### config.mk
export PLATFORM = sky130hd
export DESIGN_NAME = load_store_unit
export DESIGN_NICKNAME = d
export VERILOG_FILES = /design/src/rtl/load_store_unit.sv
export SDC_FILE = /design/constraint.sdc
export NUM_CORES = 1
export LEC_CHECK = 0
export BUFFER_PORTS_ARGS = -buffer_cell sky130_fd_sc_hd__buf_2
export CAP_MARGIN = 20
export CORE_MARGIN = 4
export CORE_UTILIZATION = 51
export DETAILED_ROUTE_END_ITERATION = 10
export PLACE_DENSITY = 0.9
export SETUP_SLACK_MARGIN = 0.3
export SLEW_MARGIN = 20
export SYNTH_ARGS = -nofsm -noshare
export SYNTH_HDL_FRONTEND = slang
export SYNTH_SLANG_ARGS = --single-unit
### constraint.sdc
create_clock -name clk -period 4.6 [get_ports clk]
set_input_delay 0.46 -clock clk [delete_from_list [all_inputs] [get_ports clk]]
set_output_delay 0.46 -clock clk [all_outputs]
set_load 0.005 [all_outputs]
### src/rtl/load_store_unit.sv
// Memory stage: one data-memory transaction per op with a req/ack handshake and a bus timeout.
// Returns aligned, extended load data and reports misaligned, illegal or timed-out ops.
module load_store_unit #(
   parameter int unsigned TIMEOUT_CYCLES = 255
) (
   input  logic        clk,
   input  logic        rst_n,
   input  logic        req_valid,
   output logic        req_ready,
   input  logic        is_load,
   input  logic        is_store,
   input  logic [2:0]  funct3,
   input  logic [31:0] addr,
   input  logic [31:0] store_data,
   output logic        mem_req,
   output logic        mem_we,
   output logic [31:0] mem_addr,
   output logic [31:0] mem_wdata,
   output logic [3:0]  mem_be,
   input  logic        mem_ack,
   input  logic [31:0] mem_rdata,
   output logic        resp_valid,
   output logic        resp_err,
   output logic [31:0] load_data
);

   typedef enum logic [1:0] {IDLE, WAIT, DONE} state_t;

   state_t      state, state_next;
   logic        load_q;
   logic [2:0]  f3_q;
   logic [31:0] addr_q;
   logic [31:0] sd_q;
   logic [31:0] rdata_q;
   logic        err_q;
   logic [7:0]  cnt;

   logic        illegal;
   logic        misaligned;
   logic        timeout_hit;
   logic [31:0] shifted;
   logic [31:0] ext;

   always_comb begin
      illegal = (is_load == is_store);
      if (is_load && (funct3 == 3'b011 || funct3 == 3'b110 || funct3 == 3'b111))
         illegal = 1'b1;
      if (is_store && (funct3[2] || funct3[1:0] == 2'b11))
         illegal = 1'b1;
      misaligned = (funct3[1:0] == 2'b01 && addr[0]) ||
                   (funct3[1:0] == 2'b10 && addr[1:0] != 2'b00);
   end

   // Ack in the final wait cycle takes priority over the timeout.
   assign timeout_hit = (cnt == 8'(TIMEOUT_CYCLES - 1));

   always_ff @(posedge clk or negedge rst_n) begin
      if (!rst_n) state <= IDLE;
      else        state <= state_next;
   end

   always_comb begin
      state_next = state;
      case (state)
         IDLE: if (req_valid) state_next = (illegal || misaligned) ? DONE : WAIT;
         WAIT: if (mem_ack || timeout_hit) state_next = DONE;
         DONE: state_next = IDLE;
         default: state_next = IDLE;
      endcase
   end

   always_ff @(posedge clk or negedge rst_n) begin
      if (!rst_n) begin
         load_q  <= 1'b0;
         f3_q    <= '0;
         addr_q  <= '0;
         sd_q    <= '0;
         rdata_q <= '0;
         err_q   <= 1'b0;
         cnt     <= '0;
      end else begin
         case (state)
            IDLE: if (req_valid) begin
               load_q <= is_load;
               f3_q   <= funct3;
               addr_q <= addr;
               sd_q   <= store_data;
               err_q  <= illegal || misaligned;
               cnt    <= '0;
            end
            WAIT: begin
               cnt <= cnt + 8'd1;
               if (mem_ack) begin
                  rdata_q <= mem_rdata;
                  err_q   <= 1'b0;
               end else if (timeout_hit) begin
                  err_q <= 1'b1;
               end
            end
            default: cnt <= '0;
         endcase
      end
   end

   assign req_ready  = (state == IDLE);
   assign mem_req    = (state == WAIT);
   assign mem_we     = mem_req && !load_q;
   assign mem_addr   = mem_req ? {addr_q[31:2], 2'b00} : '0;

   always_comb begin
      mem_wdata = '0;
      mem_be    = '0;
      if (mem_req) begin
         if (load_q) begin
            mem_be = 4'b1111;
         end else begin
            case (f3_q[1:0])
               2'b00: begin
                  mem_wdata = {4{sd_q[7:0]}};
                  mem_be    = 4'b0001 << addr_q[1:0];
               end
               2'b01: begin
                  mem_wdata = {2{sd_q[15:0]}};
                  mem_be    = addr_q[1] ? 4'b1100 : 4'b0011;
               end
               default: begin
                  mem_wdata = sd_q;
                  mem_be    = 4'b1111;
               end
            endcase
         end
      end
   end

   assign shifted = rdata_q >> {addr_q[1:0], 3'b000};

   always_comb begin
      case (f3_q)
         3'b000:  ext = {{24{shifted[7]}}, shifted[7:0]};
         3'b001:  ext = {{16{shifted[15]}}, shifted[15:0]};
         3'b100:  ext = {24'd0, shifted[7:0]};
         3'b101:  ext = {16'd0, shifted[15:0]};
         default: ext = shifted;
      endcase
   end

   assign resp_valid = (state == DONE);
   assign resp_err   = resp_valid && err_q;
   assign load_data  = (resp_valid && !err_q && load_q) ? ext : '0;

endmodule

==> impl_metrics.toml <==
[status]
status = "complete, no violations"

[cts]
post_cts_buffers = 0
h-tree-depth = 3
clk_pin_slew_ns = 0.07
clockBufferDepth = 2
cts_tree = "done"
cts.sinks = 111
clock_latency_ns = 0.36
cts_resized = 0
ctsHoldBuffers = 0
numCtsBuffers = 9
cts-root-buf = "clkbuf_16"

[detailed_routing]
initialDrtViolationCount = 433
drt-total-wl_um = 16050
vias = 5267
drt_pass1_iterations = 5
drc = 0
vias_per_cell = 5.288
postRouteAntennaNets = 0
wl_per_cell_um = 16.11

[sta]
layout_setup_ws_ns = 1.147
finalCritPeriodShare_pct = 75.06
period_minus_slack_ns = 3.453
fmax_mhz = 289.6
report.final.slew_viol_count = 0
setup_viol = 0
fin_tns_setup_ns = 0
hold_viol = 0
tightest_slew_ns = 0.9864
relSlewSlack_pct = 34.24
fin_hold_ws_ns = 0.2384
rsz0062_at_grt = "false"
skew_ns = 0.005481

[synth]
synth_area_leaders = "dfrtp_1, nand2_1, mux2_2"
post-synth-top-count-cell = "nand2_1"
ys_async_sr_fraction_pct = 100.0
ys_seq_area_share_pct = 47.75
ys_seq_elements = 111
ys_top_cells_by_count = "nand2_1, dfrtp_1, and2_1, nor2_1, mux2_2"
yosys_warnings = 0
synth_edf_count = 0
ys_types = 44
synthCells = 672
synth_area_per_cell_um2 = 8.656
synth.top_cell.area_share_pct = 47.75
synth_ff_type = "dfrtp_1"
synth_area_um2 = 5817
yosys.area.top_type = "dfrtp_1"

[placed_design]
place_congestion = 0.8843
place_ws_ns = 1.496
port_buffers = 207
dpl.hpwl_um = 11530

[floorplan]
core-area_um2 = 10980
die_area_um2 = 13180
pin_count = 210
dieWidth_um = 114.8
die_y_um = 114.8
num_rows = 38
initial_core_util_pct = 52.96

[critical_path]
rrSetupSlack_ns = 2.01
r2r-start = "state[0]$_DFFE_PN0P_"
r2r-end = "rdata_q[10]$_DFFE_PN0P_"
crit_required_ns = 4.14
path_class = "flop to output pin"
path_max_fanout = 18
worstSetupEndpointType = "output pin"
rr_worst_depth = 5
start_kind = "flop"
cp.arrival_ns = 2.99

[power]
vdd_drop_max_uv = 312.6
p_per_area_nw_per_um2 = 444.2
leakage_nw = 4.007
total_power_mw = 3.202

[global_routing]
grt_pass1_vias = 5330
grt_max_degree = 77
grt_first_pass_wirelength_um = 25620
gr-usage-all-layers_pct = 24.59
overflow = 0
antenna_found_initial = 0

[worst_hold_path]
hp-class = "input port to async pin"

[final_layout]
fin_nets = 958
insertedDiodeCount = 0
syn_to_final_growth_pct = 23.94
drive_above_1_share_pct = 31.54

[run]
maxCapViolations = 0
## where the power goes
group,switching [mW],internal [mW]
Clock,0.381,0.436
Sequential,0.256,1.26
Combinational,0.463,0.408
Total,1.10,2.10
## logic make-up after synthesis
group	after synthesis	synth area share (%)
mux	66	12.09
fa+ha+maj	2	0.4301
flops	111	47.75
xor+xnor	1	0.1506
simple gates	341	25.51
other cells	1	0.06447
buf+inv	52	3.657
compound gates	98	10.35
## worst max path at each step
stage / depth (start not counted) / startpoint / endpoint / slack (ns)
floorplan: 5 / state[0]$_DFFE_PN0P_ / load_data[24] / 2.44
global placement: 5 / state[0]$_DFFE_PN0P_ / load_data[17] / 1.57
detailed placement: 5 / state[0]$_DFFE_PN0P_ / load_data[25] / 1.50
CTS: 5 / state[0]$_DFFE_PN0P_ / load_data[25] / 1.10
global route: 5 / state[0]$_DFFE_PN0P_ / load_data[25] / 0.95
finish: 5 / state[0]$_DFFE_PN0P_ / load_data[27] / 1.15
## cell type report
type                            count  area (µm²)
Clock buffer                        9       225.2
Tap cell                          140       175.2
Timing Repair Buffer              214        1091
Inverter                            5       18.77
Fill cell                         933        3774
Sequential cell                   111        2778
Clock inverter                      7       87.58
Multi-Input combinational cell    510        2834
## layer usage
| metal | share of wire, % | track usage (%) | wire (µm) | up-vias |
|---|---|---|---|---|
| li1 | - | - | - | 2560 |
| met1 | 39 | 28.84 | 6308 | 2447 |
| met2 | 49 | 42.37 | 7919 | 226 |
| met3 | 8.8 | 7.368 | 1416 | 34 |
| met4 | 2.5 | 9.859 | 403 | 0 |
| met5 | 0 | 0 | 0 | - |
## stage by stage
stage,util (%),cells,area [µm²]
detailed placement,62.79,980,6897
floorplan,-,673,5821
CTS,65.64,996,7209
finish,65.64,996,7209
global placement,62.79,980,6897
global route,65.64,996,7209
## placed cells by master, fill, tap and decap left out, types with 3 or more instances in the layout
cell         n
mux2i_1     32
and2_1      46
clkbuf_16    9
buf_2      206
o21ai_0     30
dfrtp_1    111
nor2_1      39
inv_1        5
nor3_1       3
buf_4        8
nand2_1    225
nand2b_1     3
a21oi_1     30
nor2b_1      8
a211oi_1    15
mux2_2      34
o21ai_1      4
a21o_1       8
## worst max-delay path: stages (launching register included)
cell and delay [ns]:
dfrtp_1 0.44, nand4bb_1 0.72, or3_4 0.62, a2111oi_4 0.60, a21o_1 0.14, buf_2 0.11
## sequential cells by signal, indices dropped and copies added (netlist names)
name / cells
load_q: 1
cnt: 8
addr_q: 32
f3_q: 3
state: 2
rdata_q: 32
err_q: 1
sd_q: 32
(Power assumes the default switching activity.)
